**src/rtl/lcd_canvas_streamer_pkg.sv**
```systemverilog
// lcd_pkg: shared constants and types for the LCD canvas streamer.
// Holds the LCD write-window geometry, the canvas side length, the three
// RGB565 colours and the 3-bit FSM state encoding used by the streamer.
package lcd_pkg;

  localparam int WIN_W      = 160;
  localparam int WIN_H      = 144;
  localparam int CANVAS_DIM = 28;

  localparam logic [15:0] FG_COLOR     = 16'hFFFF;
  localparam logic [15:0] BG_COLOR     = 16'h0000;
  localparam logic [15:0] BORDER_COLOR = 16'h39E7;

  typedef enum logic [2:0] {
    IDLE,
    FETCH,
    MEMWAIT,
    PRESENT,
    ACK,
    ADVANCE
  } state_t;

endpackage

```
**src/rtl/lcd_canvas_streamer_if.sv**
```systemverilog
// lcd_canvas_streamer_if: LT24 driver handshake plus canvas RAM read port.
// Signals:
//   lcd_initialized - driver init complete (driver -> streamer)
//   lcd_done        - driver done flag, low while a write is in flight
//   lcd_print       - write request (streamer -> driver)
//   lcd_pixel_rgb   - RGB565 pixel, stable while lcd_print is high
//   canvas_addr     - canvas RAM address (streamer -> RAM)
//   canvas_rd_data  - canvas bit, valid one cycle after canvas_addr
// Modports: master = streamer side, slave = driver/RAM side.
interface lcd_canvas_streamer_if;

  logic        lcd_initialized;
  logic        lcd_done;
  logic        lcd_print;
  logic [15:0] lcd_pixel_rgb;
  logic [9:0]  canvas_addr;
  logic        canvas_rd_data;

  modport master (
    input  lcd_initialized, lcd_done, canvas_rd_data,
    output lcd_print, lcd_pixel_rgb, canvas_addr
  );

  modport slave (
    output lcd_initialized, lcd_done, canvas_rd_data,
    input  lcd_print, lcd_pixel_rgb, canvas_addr
  );

endinterface

```
**src/rtl/lcd_canvas_streamer_scale_addr_gen.sv**
```systemverilog
// lcd_scale_addr_gen: raster position and upscaled canvas address counters.
// Ports:
//   clk, reset   - clock, synchronous active-high reset
//   step         - advance to the next window pixel
//   clear        - return all counters to the first pixel
//   canvas_addr  - row_base + cx for the current pixel (0..783)
//   in_canvas    - current pixel lies inside the scaled canvas
//   last_pixel   - current pixel is the bottom-right window pixel
// The canvas address is built incrementally: sx/sy count LCD pixels inside
// one cell, cx/cy count cells, row_base tracks cy*CANVAS_DIM.
module lcd_scale_addr_gen
  import lcd_pkg::*;
#(
  parameter int SCALE = 5,
  parameter int X_OFF = 10,
  parameter int Y_OFF = 2
) (
  input  logic       clk,
  input  logic       reset,
  input  logic       step,
  input  logic       clear,
  output logic [9:0] canvas_addr,
  output logic       in_canvas,
  output logic       last_pixel
);

  localparam int SPAN = CANVAS_DIM * SCALE;

  localparam logic [7:0] X_LO      = 8'(X_OFF);
  localparam logic [7:0] X_HI      = 8'(X_OFF + SPAN);
  localparam logic [7:0] Y_LO      = 8'(Y_OFF);
  localparam logic [7:0] Y_HI      = 8'(Y_OFF + SPAN);
  localparam logic [7:0] X_LAST    = 8'(WIN_W - 1);
  localparam logic [7:0] Y_LAST    = 8'(WIN_H - 1);
  localparam logic [2:0] SUB_LAST  = 3'(SCALE - 1);
  localparam logic [4:0] CELL_LAST = 5'(CANVAS_DIM - 1);
  localparam logic [9:0] ROW_STEP  = 10'(CANVAS_DIM);

  logic [7:0] x, y;
  logic [2:0] sx, sy;
  logic [4:0] cx, cy;
  logic [9:0] row_base;
  logic       x_in, y_in;

  assign x_in        = (x >= X_LO) && (x < X_HI);
  assign y_in        = (y >= Y_LO) && (y < Y_HI);
  assign in_canvas   = x_in && y_in;
  assign last_pixel  = (x == X_LAST) && (y == Y_LAST);
  assign canvas_addr = row_base + {5'd0, cx};

  // Cell counters saturate at the last cell, so stepping off the right or
  // bottom canvas edge leaves the address parked at the last valid cell
  // instead of running past 783.
  always_ff @(posedge clk) begin
    if (reset || clear) begin
      x        <= '0;
      y        <= '0;
      sx       <= '0;
      sy       <= '0;
      cx       <= '0;
      cy       <= '0;
      row_base <= '0;
    end else if (step) begin
      if (x == X_LAST) begin
        x  <= '0;
        sx <= '0;
        cx <= '0;
        y  <= (y == Y_LAST) ? 8'd0 : y + 8'd1;
        if (y_in) begin
          if (sy == SUB_LAST) begin
            sy <= '0;
            if (cy != CELL_LAST) begin
              cy       <= cy + 5'd1;
              row_base <= row_base + ROW_STEP;
            end
          end else begin
            sy <= sy + 3'd1;
          end
        end
      end else begin
        x <= x + 8'd1;
        if (x_in) begin
          if (sx == SUB_LAST) begin
            sx <= '0;
            if (cx != CELL_LAST) begin
              cx <= cx + 5'd1;
            end
          end else begin
            sx <= sx + 3'd1;
          end
        end
      end
    end
  end

endmodule

```
**src/rtl/lcd_canvas_streamer.sv**
```systemverilog
// lcd_canvas_streamer: raster-scans the 160x144 LT24 write window and feeds
// one RGB565 pixel per driver handshake, upscaling a 28x28 1-bit canvas.
// Ports:
//   clk, reset  - clock, synchronous active-high reset
//   start       - 1-cycle pulse, stream one full frame
//   busy        - frame in progress
//   frame_done  - 1-cycle pulse after the last pixel is acknowledged
//   bus         - driver handshake and canvas RAM port (master modport)
module lcd_canvas_streamer
  import lcd_pkg::*;
#(
  parameter int SCALE = 5,
  parameter int X_OFF = 10,
  parameter int Y_OFF = 2
) (
  input  logic                  clk,
  input  logic                  reset,
  input  logic                  start,
  output logic                  busy,
  output logic                  frame_done,
  lcd_canvas_streamer_if.master bus
);

  state_t      state, next_state;
  logic        step, clear;
  logic        in_canvas, last_pixel;
  logic        print;
  logic [15:0] pixel_q;
  logic [9:0]  addr;

  lcd_scale_addr_gen #(
    .SCALE (SCALE),
    .X_OFF (X_OFF),
    .Y_OFF (Y_OFF)
  ) u_addr_gen (
    .clk         (clk),
    .reset       (reset),
    .step        (step),
    .clear       (clear),
    .canvas_addr (addr),
    .in_canvas   (in_canvas),
    .last_pixel  (last_pixel)
  );

  always_ff @(posedge clk) begin
    if (reset) begin
      state <= IDLE;
    end else begin
      state <= next_state;
    end
  end

  // PRESENT only moves on when the driver took the write while we were
  // actually requesting it, so a stall with lcd_initialized low never
  // loses the pixel.
  always_comb begin
    next_state = state;
    case (state)
      IDLE:    if (start && bus.lcd_initialized) next_state = FETCH;
      FETCH:   next_state = MEMWAIT;
      MEMWAIT: next_state = PRESENT;
      PRESENT: if (bus.lcd_initialized && !bus.lcd_done) next_state = ACK;
      ACK:     if (bus.lcd_done) next_state = ADVANCE;
      ADVANCE: next_state = last_pixel ? IDLE : FETCH;
      default: next_state = IDLE;
    endcase
  end

  always_comb begin
    print      = 1'b0;
    busy       = 1'b1;
    frame_done = 1'b0;
    step       = 1'b0;
    clear      = 1'b0;
    case (state)
      IDLE: begin
        busy  = 1'b0;
        clear = start && bus.lcd_initialized;
      end
      PRESENT: print = bus.lcd_initialized;
      ACK:     print = 1'b1;
      ADVANCE: begin
        step       = 1'b1;
        frame_done = last_pixel;
      end
      default: ;
    endcase
  end

  // Canvas data arrives during MEMWAIT (address was stable since FETCH);
  // the colour is latched here and held until the next pixel.
  always_ff @(posedge clk) begin
    if (reset) begin
      pixel_q <= '0;
    end else if (state == MEMWAIT) begin
      if (!in_canvas) begin
        pixel_q <= BORDER_COLOR;
      end else begin
        pixel_q <= bus.canvas_rd_data ? FG_COLOR : BG_COLOR;
      end
    end
  end

  assign bus.lcd_print     = print;
  assign bus.lcd_pixel_rgb = pixel_q;
  assign bus.canvas_addr   = addr;

endmodule

```
**src/flat_wrapper.sv**
```systemverilog
// flat-port wrapper written by rule: the top's interface ports become plain ports
module lcd_canvas_streamer_flat import lcd_pkg::*;
#(
  parameter int SCALE = 5,
  parameter int X_OFF = 10,
  parameter int Y_OFF = 2
)
  (clk, reset, start, busy, frame_done, bus_lcd_initialized, bus_lcd_done, bus_canvas_rd_data, bus_lcd_print, bus_lcd_pixel_rgb, bus_canvas_addr);
  lcd_canvas_streamer_if bus_i ();
  input  logic clk;
  input  logic reset;
  input  logic start;
  output logic busy;
  output logic frame_done;
  input wire logic [$bits(bus_i.lcd_initialized)-1:0] bus_lcd_initialized;
  input wire logic [$bits(bus_i.lcd_done)-1:0] bus_lcd_done;
  input wire logic [$bits(bus_i.canvas_rd_data)-1:0] bus_canvas_rd_data;
  output wire logic [$bits(bus_i.lcd_print)-1:0] bus_lcd_print;
  output wire logic [$bits(bus_i.lcd_pixel_rgb)-1:0] bus_lcd_pixel_rgb;
  output wire logic [$bits(bus_i.canvas_addr)-1:0] bus_canvas_addr;
  assign bus_i.lcd_initialized = bus_lcd_initialized;
  assign bus_i.lcd_done = bus_lcd_done;
  assign bus_i.canvas_rd_data = bus_canvas_rd_data;
  assign bus_lcd_print = bus_i.lcd_print;
  assign bus_lcd_pixel_rgb = bus_i.lcd_pixel_rgb;
  assign bus_canvas_addr = bus_i.canvas_addr;
  lcd_canvas_streamer #(.SCALE(SCALE), .X_OFF(X_OFF), .Y_OFF(Y_OFF)) u_core (.clk(clk), .reset(reset), .start(start), .busy(busy), .frame_done(frame_done), .bus(bus_i));
endmodule
```
**config.mk**
```make
export PLATFORM = sky130hd
export DESIGN_NAME = lcd_canvas_streamer_flat
export DESIGN_NICKNAME = d
export VERILOG_FILES = /design/src/rtl/lcd_canvas_streamer_pkg.sv /design/src/rtl/lcd_canvas_streamer_if.sv /design/src/rtl/lcd_canvas_streamer_scale_addr_gen.sv /design/src/rtl/lcd_canvas_streamer.sv /design/src/flat_wrapper.sv
export SDC_FILE = /design/constraint.sdc
export NUM_CORES = 1
export LEC_CHECK = 0
export BUFFER_PORTS_ARGS = -buffer_cell sky130_fd_sc_hd__buf_2
export CELL_PAD_IN_SITES_DETAIL_PLACEMENT = 0
export CELL_PAD_IN_SITES_GLOBAL_PLACEMENT = 1
export CORE_MARGIN = 8
export CORE_UTILIZATION = 40
export DETAILED_ROUTE_END_ITERATION = 8
export PLACE_DENSITY = 0.82
export SKIP_LAST_GASP = 1
export SLEW_MARGIN = 20
export SYNTH_ARGS = -nofsm -noshare
export SYNTH_HDL_FRONTEND = slang
export SYNTH_SLANG_ARGS = --single-unit
```
**constraint.sdc**
```tcl
create_clock -name clk -period 2.75 [get_ports clk]
set_clock_uncertainty 0.15 [all_clocks]
set_input_delay 0.1375 -clock clk [delete_from_list [all_inputs] [get_ports clk]]
set_output_delay 0.1375 -clock clk [all_outputs]
set_load 0.005 [all_outputs]
```
==> results.md, run 1 <==
- Crit path time final: 2460 ps
- Number of buffers created by CTS: 5
- Antenna diode count: 0
- Share of cells above drive strength 1: between 10% and 20%
- Final core utilization: 45.3%
- Seq/Total Area, Yosys: 33.9%
- Post-Route WL: 5.47 mm
- Post-synth top cells: dfxtp_1 (45), nor2_1 (38), inv_1 (21)
- Core area: 6390 um2
- Synth top area cells: dfxtp_1 (34%), ha_1 (6.6%), nor2_1 (5.4%), xnor2_1 (4.9%), buf_4 (4.5%)
- Status: completed
- Vias in the first global route: 2072
- Crit end category: flip-flop
- Clock slew seen by the registers of the worst setup and hold paths: 90 ps
- NetSw: 0.287 mW
- Total power draw: ~1.2 mW
- Routed len/inst: 13.2 um
- GRT overflow: 0
- Max-slew violation count: 0
- Post-CTS Resized: 0
- Die Ht: 97.5 um
- Clk buf depth: 2
- Ys async rst share: 0%
- Ports: 35
- Drt initial violations: 76
- H-tree Lvls: 2
- Antenna Nets Post-Route: 0
- Switching part of the total power: between 20% and 30%
- Crit path required time: 2790 ps
- Fmax: ~0.41 GHz
- Distinct cells, synth: 60
- Max-cap violations: 0
- Via count: between 2000 and 2500
- Most frequent cell after synthesis: dfxtp_1
- Post-Syn Nets: approximately 340
- CTS sink count: 45
- Tightest Pin Transition: 539 ps
- Final net count: 357
- Syn Inst Count: 315
- Critical path start-end classification: reg -> reg
- Area leader, netlist: dfxtp_1
- Die ar.: about 9500 um2
- Post-CTS setup buffers: 0
- Pin count of the biggest net entering global routing: 24
- Die Span X: 97.5 um
- Final period util: approximately 89%
- Post-DP HPWL: 4.00 mm
- Sequential Power Share: 57.9%
- Drc violations: 0
- IO Port Bufs: 34
- Max FO, Critical Path: 11
- FP Rows: 29
- Synth Area per Inst: ~8.4 um2
- Main synth FF type: dfxtp_1
- Setup violators final: 0
- Leak: about 1.2 nW
- RSZ-0062 raised after global routing: false
- Filler cells: 641
- GPL Wtd Cong: 0.776
- R2r setup slk: slightly below 300 ps
- First drt pass iteration count: 4
- FF+latch count, synth: between 40 and 50
- Setup ws final: 292 ps
- Hold Crit Class: in -> reg
- Warnings, synthesis: 0
- First-pass GRT wire length: approximately 9.4 mm
- Comb power frac: 7.4%
- Setup Slack @ Placement: between 200 and 300 ps
- Initial Util: 41.6%
- Relative slew slack: 64.0%
- Vias/cell: approximately 5.3
- Setup TNS: 0 ps
- CP startpoint kind: flip-flop
- Initial antenna violation count: 0
- Clock Latency Late Sink: 290 ps
- Post-synth top area share: 33.9%
- Layout area overhead: 8.85%
- Post-synth EDFFs: 0
- Internal power: just under 0.9 mW
- Max IR drop VDD: 267 uV
- Worst Path Arrival: 2500 ps
- Fin. Hold Viols: 0
- Clk root buf: clkbuf_8
- PwrDens: approximately 400 nW/um2
- TritonCTS clock tree: yes
- Tot GR Track Use: between 10 and 15%
- Synth Cell Area: 2660 um2
- Clk pwr share: between 30% and 40%
## stage by stage
| stage | instance area [um2] | hold slack [ps] | instances |
|---|---|---|---|
| 6_report | 2890 | 6.51 | 414 |
| 5_1_grt | 2890 | 7.38 | 414 |
| 4_1_cts | 2890 | 1.96 | 414 |
| 3_5_place_dp | 2780 | 244 | 403 |
| 3_3_place_gp | 2780 | 242 | 403 |
| 2_1_floorplan | 2660 | 59.9 | 315 |
## cells by family after synthesis
family / Yosys count / synth area share [%]
adders and majority gates: 15 / 7.34
muxes: 3 / 1.13
DFF: 45 / 33.9
xor gates and xnor gates: 25 / 8.24
AOI/OAI and AO/OA: 60 / 15.6
buffers and inverters: 48 / 9.51
and+or+nand+nor: 119 / 24.3
## routing by layer
layer  global-route usage [%]  part of all wire (%)  vias up
li1                         -                     -     1139
met1                     15.3                    53      988
met2                     16.6                    41       49
met3                     3.49                   5.6        5
met4                     3.26                  0.82        0
met5                        0                     0        -
## power groups by stage
stage / logic (mW) / clock network, mW / registers, mW
after floorplan: 0.0729 / 0 / 0.677
after global placement: 0.0832 / 0 / 0.686
after CTS: 0.0876 / 0.417 / 0.670
final: 0.0858 / 0.401 / 0.670
after detailed placement: 0.0842 / 0 / 0.686
after global routing: 0.0959 / 0.441 / 0.672
## worst max-delay path: stages (launching register included)
cell	delay [ps]
dfxtp_1	430
inv_1	70
ha_1	200
or4_4	420
o21ba_1	210
o2111a_1	410
and4_2	300
o21a_1	160
## state kept, by name, indices dropped and copies added, names as in the netlist
register and cells:
u_core.state 3, u_core.bus.lcd_pixel_rgb 2, u_core.u_addr_gen.y 8, u_core.u_addr_gen.sy 3, u_core.u_addr_gen.cy 5, u_core.u_addr_gen.sx 3
u_core.u_addr_gen.row_base 8, u_core.u_addr_gen.x 8, u_core.u_addr_gen.cx 5
## layout make-up
cell class,count,area (um2),share of cell area [%]
multi-input cells,222,1510,52.0
flip-flops and latches,45,901,31.1
repair buffers,41,230,7.96
well taps,77,96.3,3.33
inverters,21,78.8,2.72
clock buffers,6,72.6,2.51
clock inverters,2,10.0,0.346
## cell usage in the layout, fill, tap and decap left out, types with 2 or more instances in the layout
master         Yosys  routed
nand3_1           12      12
clkinv_2           0       2
a211oi_1           5       5
a31o_2             2       2
mux2i_1            3       3
a31oi_1            4       4
and4_1             2       2
nand2_1           13      13
nand4_1            9       9
o21a_1             2       2
a21o_1             4       4
buf_4             16       4
dfxtp_1           45      45
and2_1             4       4
ha_1              14      14
nand4b_1           2       2
buf_2              4      34
nor2_1            38      38
nor4_1             3       3
a21oi_1           13      13
and3_1             5       5
o31a_1             2       2
nor3_1            10      10
inv_1             21      21
nor2b_1            2       2
a41o_1             2       2
xnor2_1           15      15
xor2_1            10      10
clkbuf_8           0       5
o21ai_0           12      12
or3_1              5       5
nor3b_1            2       2
dlygate4sd3_1      0       3
## path summary, 6_finish.rpt
kind	cells after the start	to	start
max	7	u_core.u_addr_gen.row_base[6]$_SDFFE_PP0P_	u_core.u_addr_gen.y[0]$_SDFFE_PP0P_
min	3	u_core.state[0]$_SDFFE_PP0P_	bus_lcd_initialized
max reg2reg	7	u_core.u_addr_gen.row_base[6]$_SDFFE_PP0P_	u_core.u_addr_gen.y[0]$_SDFFE_PP0P_
min reg2reg	2	u_core.u_addr_gen.sy[2]$_SDFFE_PP0P_	u_core.u_addr_gen.sy[2]$_SDFFE_PP0P_
## what timing repair did
item / CTS / global route
hold buffers: 3 / 0
endpoints found under the setup margin: 0 / 0
endpoints found under the hold margin: 4 / 0
No activity file was read; power rests on OpenSTA's default activity.
==> inputs of run 2 (changes only) <==
MAX_ROUTING_LAYER = met4   (was default)
==> run 2 against run 1 <==
  * Count of clock-buffer cells in the layout did not move
  * Core utilization unchanged
  * Fmax is essentially flat
  * Global-route usage grew 0.31 points
  * Wire length down 0.15%
  * Critical path depth is the same
  * Combinational power barely moved
  * Sequential power about the same
  * Power barely moved
  * Critical endpoint unchanged
  * Largest power group unchanged
  * Highest routed layer unchanged
==> results.md, run 2 (synthesized netlist as in run 1, its figures left out) <==
- Worst Path Arrival: roughly 2500 ps
- Critical path start-end classification: reg -> reg
- Fmax: 0.407 GHz
- Layout area overhead: 8.85%
- CP startpoint kind: flip-flop
- Post-CTS setup buffers: 0
- Vias in the first global route: 2074
- Clk buf depth: 2
- Die ar.: approximately 9500 um2
- Routed len/inst: 13.2 um
- IO Port Bufs: 34
- Filler cells: 641
- Clk root buf: clkbuf_8
- CTS sink count: 45
- Status: completed
- FP Rows: 29
- Crit path required time: 2790 ps
- Number of buffers created by CTS: 5
- Commonest non-fill, non-tap cell in the layout: dfxtp_1
- Most frequent cells in the layout: dfxtp_1 (45), nor2_1 (38), buf_2 (34)
- Drt initial violations: between 70 and 80
- Post-Route WL: 5.46 mm
- First drt pass iteration count: 4
- Fin. Hold Viols: 0
- Clock Latency Late Sink: around 300 ps
- Leak: around 1.2 nW
- Crit end category: flip-flop
- Max IR drop VDD: 267 uV
- Final net count: 357
- Largest registers: u_core.u_addr_gen.row_base (8), u_core.u_addr_gen.x (8), u_core.u_addr_gen.y (8)
- Critical R2R Launch: u_core.u_addr_gen.y[0]$_SDFFE_PP0P_
- Drc violations: 0
- Antenna diode count: 0
- Tot GR Track Use: between 10% and 20%
- Max FO, Critical Path: 11
- Clock slew seen by the registers of the worst setup and hold paths: 90 ps
- Hold Crit Class: in -> reg
- Core area: 6390 um2
- Max-cap violations: 0
- GPL Wtd Cong: 0.786
- Placed cell areas: 2780 um2
- Post-DP HPWL: 4.00 mm
- H-tree Lvls: 2
- Setup crit start: u_core.u_addr_gen.y[0]$_SDFFE_PP0P_
- DR WL met2: 2.25 mm
- Setup TNS: 0 ps
- Crit path time final: 2460 ps
- Setup violators final: 0
- TritonCTS clock tree: yes
- First-pass GRT wire length: roughly 9.4 mm
- Die Ht: 97.5 um
- Share of cells above drive strength 1: 16.3%
- Tightest Pin Transition: approximately 540 ps
- Post-Layout Cell Count: 414
- Initial Util: 41.6%
- Vias/cell: 5.24
- Met3 wire len: 295 um
- Max-slew violation count: 0
- Post-CTS Resized: 0
- Relative slew slack: 64.0%
- Placed insts: 403
- Initial antenna violation count: 0
- Top Layer Used: met4
- PwrDens: 400 nW/um2
- Via count: around 2200
- WL met1: around 2.9 mm
- Pin count of the biggest net entering global routing: 24
- Antenna Nets Post-Route: 0
- HP Start: bus_lcd_initialized
- Final period util: 89.3%
- Post-route cell area: 2890 um2
- Ports: 35
- Die Span X: 97.5 um
- RSZ-0062 raised after global routing: false
- GRT overflow: 0
-- run 2: layout make-up --
cell class	count	area, um2	share of cell area, %
Tap cell	77	96.3	3.33
Clock inverter	2	10.0	0.346
Inverter	21	78.8	2.72
Timing Repair Buffer	41	230	7.96
Multi-Input combinational cell	222	1510	52.0
Sequential cell	45	901	31.1
Clock buffer	6	72.6	2.51
-- run 2: final timing paths --
path                                                end  slack, ps  cells past startpoint
max          u_core.u_addr_gen.row_base[6]$_SDFFE_PP0P_        290                      7
min                        u_core.state[0]$_SDFFE_PP0P_          5                      3
max reg2reg  u_core.u_addr_gen.row_base[6]$_SDFFE_PP0P_        290                      7
min reg2reg        u_core.u_addr_gen.sy[2]$_SDFFE_PP0P_        340                      2
-- run 2: where the power goes --
group          switching, mW  internal [mW]  total, mW
clock                  0.225          0.177      0.402
combinational         0.0499         0.0356     0.0855
sequential            0.0129          0.657      0.670
-- run 2: timing repair --
| action | 4_1_cts | 5_1_grt |
|---|---|---|
| hold buffers | 3 | 0 |
| setup endpoints to repair | 0 | 0 |
| hold endpoints to repair | 4 | 0 |
-- run 2: metrics by stage --
step / total power, mW / util (%) / hold slack (ps) / worst slack, ps
finish: 1.16 / 45.3 / 4.96 / 293
global route: 1.21 / 45.3 / 7.36 / 196
CTS: 1.18 / 45.3 / 1.96 / 291
detailed placement: 0.770 / 43.6 / 244 / 286
global placement: 0.769 / 43.6 / 242 / 377
floorplan: 0.750 / - / 59.9 / 552
-- run 2: per-layer routing --
metal	vias up	GRT usage (%)
met4	0	3.26
met5	-	-
met3	5	3.41
met2	49	16.6
li1	1137	-
met1	980	15.3
-- run 2: critical path: stages, from the launching register on --
cell	delay (ps)
dfxtp_1	430
inv_1	70
ha_1	200
or4_4	420
o21ba_1	210
o2111a_1	410
and4_2	300
o21a_1	160
==> inputs of run 3 (changes only) <==
PLACE_DENSITY = 0.79   (was 0.82)
==> run 3 against run 2 <==
  * Count of clock-buffer cells in the layout unchanged
  * Wire length decreased by 0.86%
  * Non-clock buffer count increased by 1
  * Via count is 1.8% higher
  * Clock power rose by 32%
  * Die area unchanged
  * Sequential share of layout area shrank 0.50 points
  * Register-to-register slack improved by 30 ps
  * Global-route usage up 0.25 points
  * Cell area up 1.6%
  * Power is 11% higher
  * Sequential power is essentially flat
  * Highest routed layer unchanged
==> results.md, run 3 (synthesized netlist as in run 1, its figures left out) <==
- Clk root buf: clkbuf_8
- Vias/cell: roughly 5.3
- Max IR drop VDD: approximately 270 uV
- Top delay family on crit path: compound AO/OA/AOI/OAI gates
- CTS sink count: between 40 and 50
- Largest registers: u_core.u_addr_gen.row_base (8), u_core.u_addr_gen.x (8), u_core.u_addr_gen.y (8)
- Max-cap violations: 0
- Tightest Pin Transition: 542 ps
- Die Ht: around 98 um
- R2r worst-path depth: 7
- Initial antenna violation count: 0
- Largest stage delay, worst path: 440 ps
- Initial Util: 41.6%
- Worst Path Buf+Inv: 1
- Clock Latency Late Sink: 300 ps
- Routed len/inst: about 13 um
- Clk buf depth: 2
- Leak: ~1.2 nW
- Number of buffers created by CTS: 5
- Critical R2R Launch: u_core.u_addr_gen.y[0]$_SDFFE_PP0P_
- Antenna diode count: 0
- HP Start: bus_lcd_done
- Clock slew seen by the registers of the worst setup and hold paths: 90 ps
- PwrDens: 437 nW/um2
- Final period util: 88.4%
- Critical path start-end classification: reg -> reg
- Post-DP HPWL: between 3 and 4 mm
- Via count: around 2200
- IO Port Bufs: 34
- Tot GR Track Use: 11.8%
- Share of cells above drive strength 1: 16.6%
- Hold Crit Class: in -> reg
- Die ar.: 9510 um2
- Max-slew violation count: 0
- Drt initial violations: 121
- Setup TNS: 0 ps
- CP max-delay cell: dfxtp_1
- GPL Wtd Cong: slightly below 0.8
- First drt pass iteration count: 4
- Setup crit start: u_core.u_addr_gen.y[0]$_SDFFE_PP0P_
- Post-CTS setup buffers: 0
- Crit path time final: 2430 ps
- Drc violations: 0
- Worst Hold Path Cells: 3
- Most frequent cells in the layout: dfxtp_1 (45), nor2_1 (38), buf_2 (34)
- Hold Path End: u_core.state[1]$_SDFFE_PP0P_
- Setup violators final: 0
- Worst Path Arrival: ~2500 ps
- Die Span X: 97.5 um
- GRT overflow: 0
- Ports: 35
- Worst reg2reg path endpoint: u_core.u_addr_gen.row_base[6]$_SDFFE_PP0P_
- Pin count of the biggest net entering global routing: 24
- TritonCTS clock tree: yes
- Total power draw: 1.29 mW
- Hold_ws: 27.9 ps
- Max FO, Critical Path: 11
- Commonest non-fill, non-tap cell in the layout: dfxtp_1
- Final net count: 358
- Status: completed
- CP startpoint kind: flip-flop
- Core area: 6390 um2
- Relative slew slack: 63.8%
- Fmax: 0.411 GHz
- Crit path required time: approximately 2800 ps
- Fin. Hold Viols: 0
- Final core utilization: 46.1%
- Post-Route WL: 5.41 mm
- R2r setup slk: 320 ps
- RSZ-0062 raised after global routing: false
- Antenna Nets Post-Route: 0
- CP Cell Sequence: inv_1 > ha_1 > or4_4 > o21ba_1 > o2111a_1 > and4_2 > o21a_1
- Layout area overhead: 10.6%
- Vias in the first global route: 2043
- First-pass GRT wire length: 9.49 mm
- Crit end category: flip-flop
- H-tree Lvls: 2
- FP Rows: 29
==> run 3: cell types whose count changed in the layout (fill, tap and decap cells not counted), sizes merged <==
cell / before / now
clkinv: 2 / 0
bufinv: 0 / 1
clkinvlp: 0 / 1
dlygate4sd3: 3 / 4
==> run 3: worst max-delay path by stage <==
stage / end / slack [ps] / depth (start not counted)
3_3_place_gp: u_core.u_addr_gen.row_base[6]$_SDFFE_PP0P_ / 380 / 7
3_5_place_dp: u_core.u_addr_gen.row_base[6]$_SDFFE_PP0P_ / 330 / 7
2_1_floorplan: u_core.u_addr_gen.row_base[8]$_SDFFE_PP0P_ / 550 / 8
5_1_grt: bus_canvas_addr[8] / 150 / 8
6_report: u_core.u_addr_gen.row_base[6]$_SDFFE_PP0P_ / 320 / 7
4_1_cts: u_core.u_addr_gen.row_base[6]$_SDFFE_PP0P_ / 310 / 7
==> run 3: routing by layer <==
| layer | vias up | track usage [%] | part of all wire (%) |
|---|---|---|---|
| met2 | 52 | 16.7 | 40 |
| met5 | - | - | 0 |
| met3 | 5 | 3.91 | 6.2 |
| met1 | 1016 | 15.8 | 53 |
| li1 | 1137 | - | - |
| met4 | 0 | 2.80 | 0.57 |
==> run 3: layout make-up <==
class | instances | area, um2
Clock buffer | 6 | 82.6
Clock inverter | 2 | 37.5
Fill cell | 640 | 3440
Inverter | 21 | 78.8
Multi-Input combinational cell | 222 | 1510
Sequential cell | 45 | 901
Tap cell | 77 | 96.3
Timing Repair Buffer | 42 | 240
==> run 3: worst min-delay path, cell delays in order <==
cell	delay (ps)
buf_2	90
nor2b_1	50
a31oi_1	160
==> run 3: report_power, final <==
part | internal [mW] | switching, mW | total [mW]
Combinational | 0.0365 | 0.0490 | 0.0855
Sequential | 0.657 | 0.0136 | 0.671
Clock | 0.296 | 0.233 | 0.529
Total | 0.989 | 0.296 | 1.29
==> run 3: what timing repair did <==
item	4_1_cts	5_1_grt
resized for setup	0	0
hold endpoints to repair	4	0
hold buffers	4	0
==> run 3: metrics by stage <==
| stage | area, um2 | worst slack, ps | cells |
|---|---|---|---|
| floorplan | 2660 | 552 | 315 |
| global placement | 2780 | 382 | 403 |
| detailed placement | 2780 | 328 | 403 |
| CTS | 2940 | 310 | 415 |
| global route | 2940 | 149 | 415 |
| finish | 2940 | 319 | 415 |
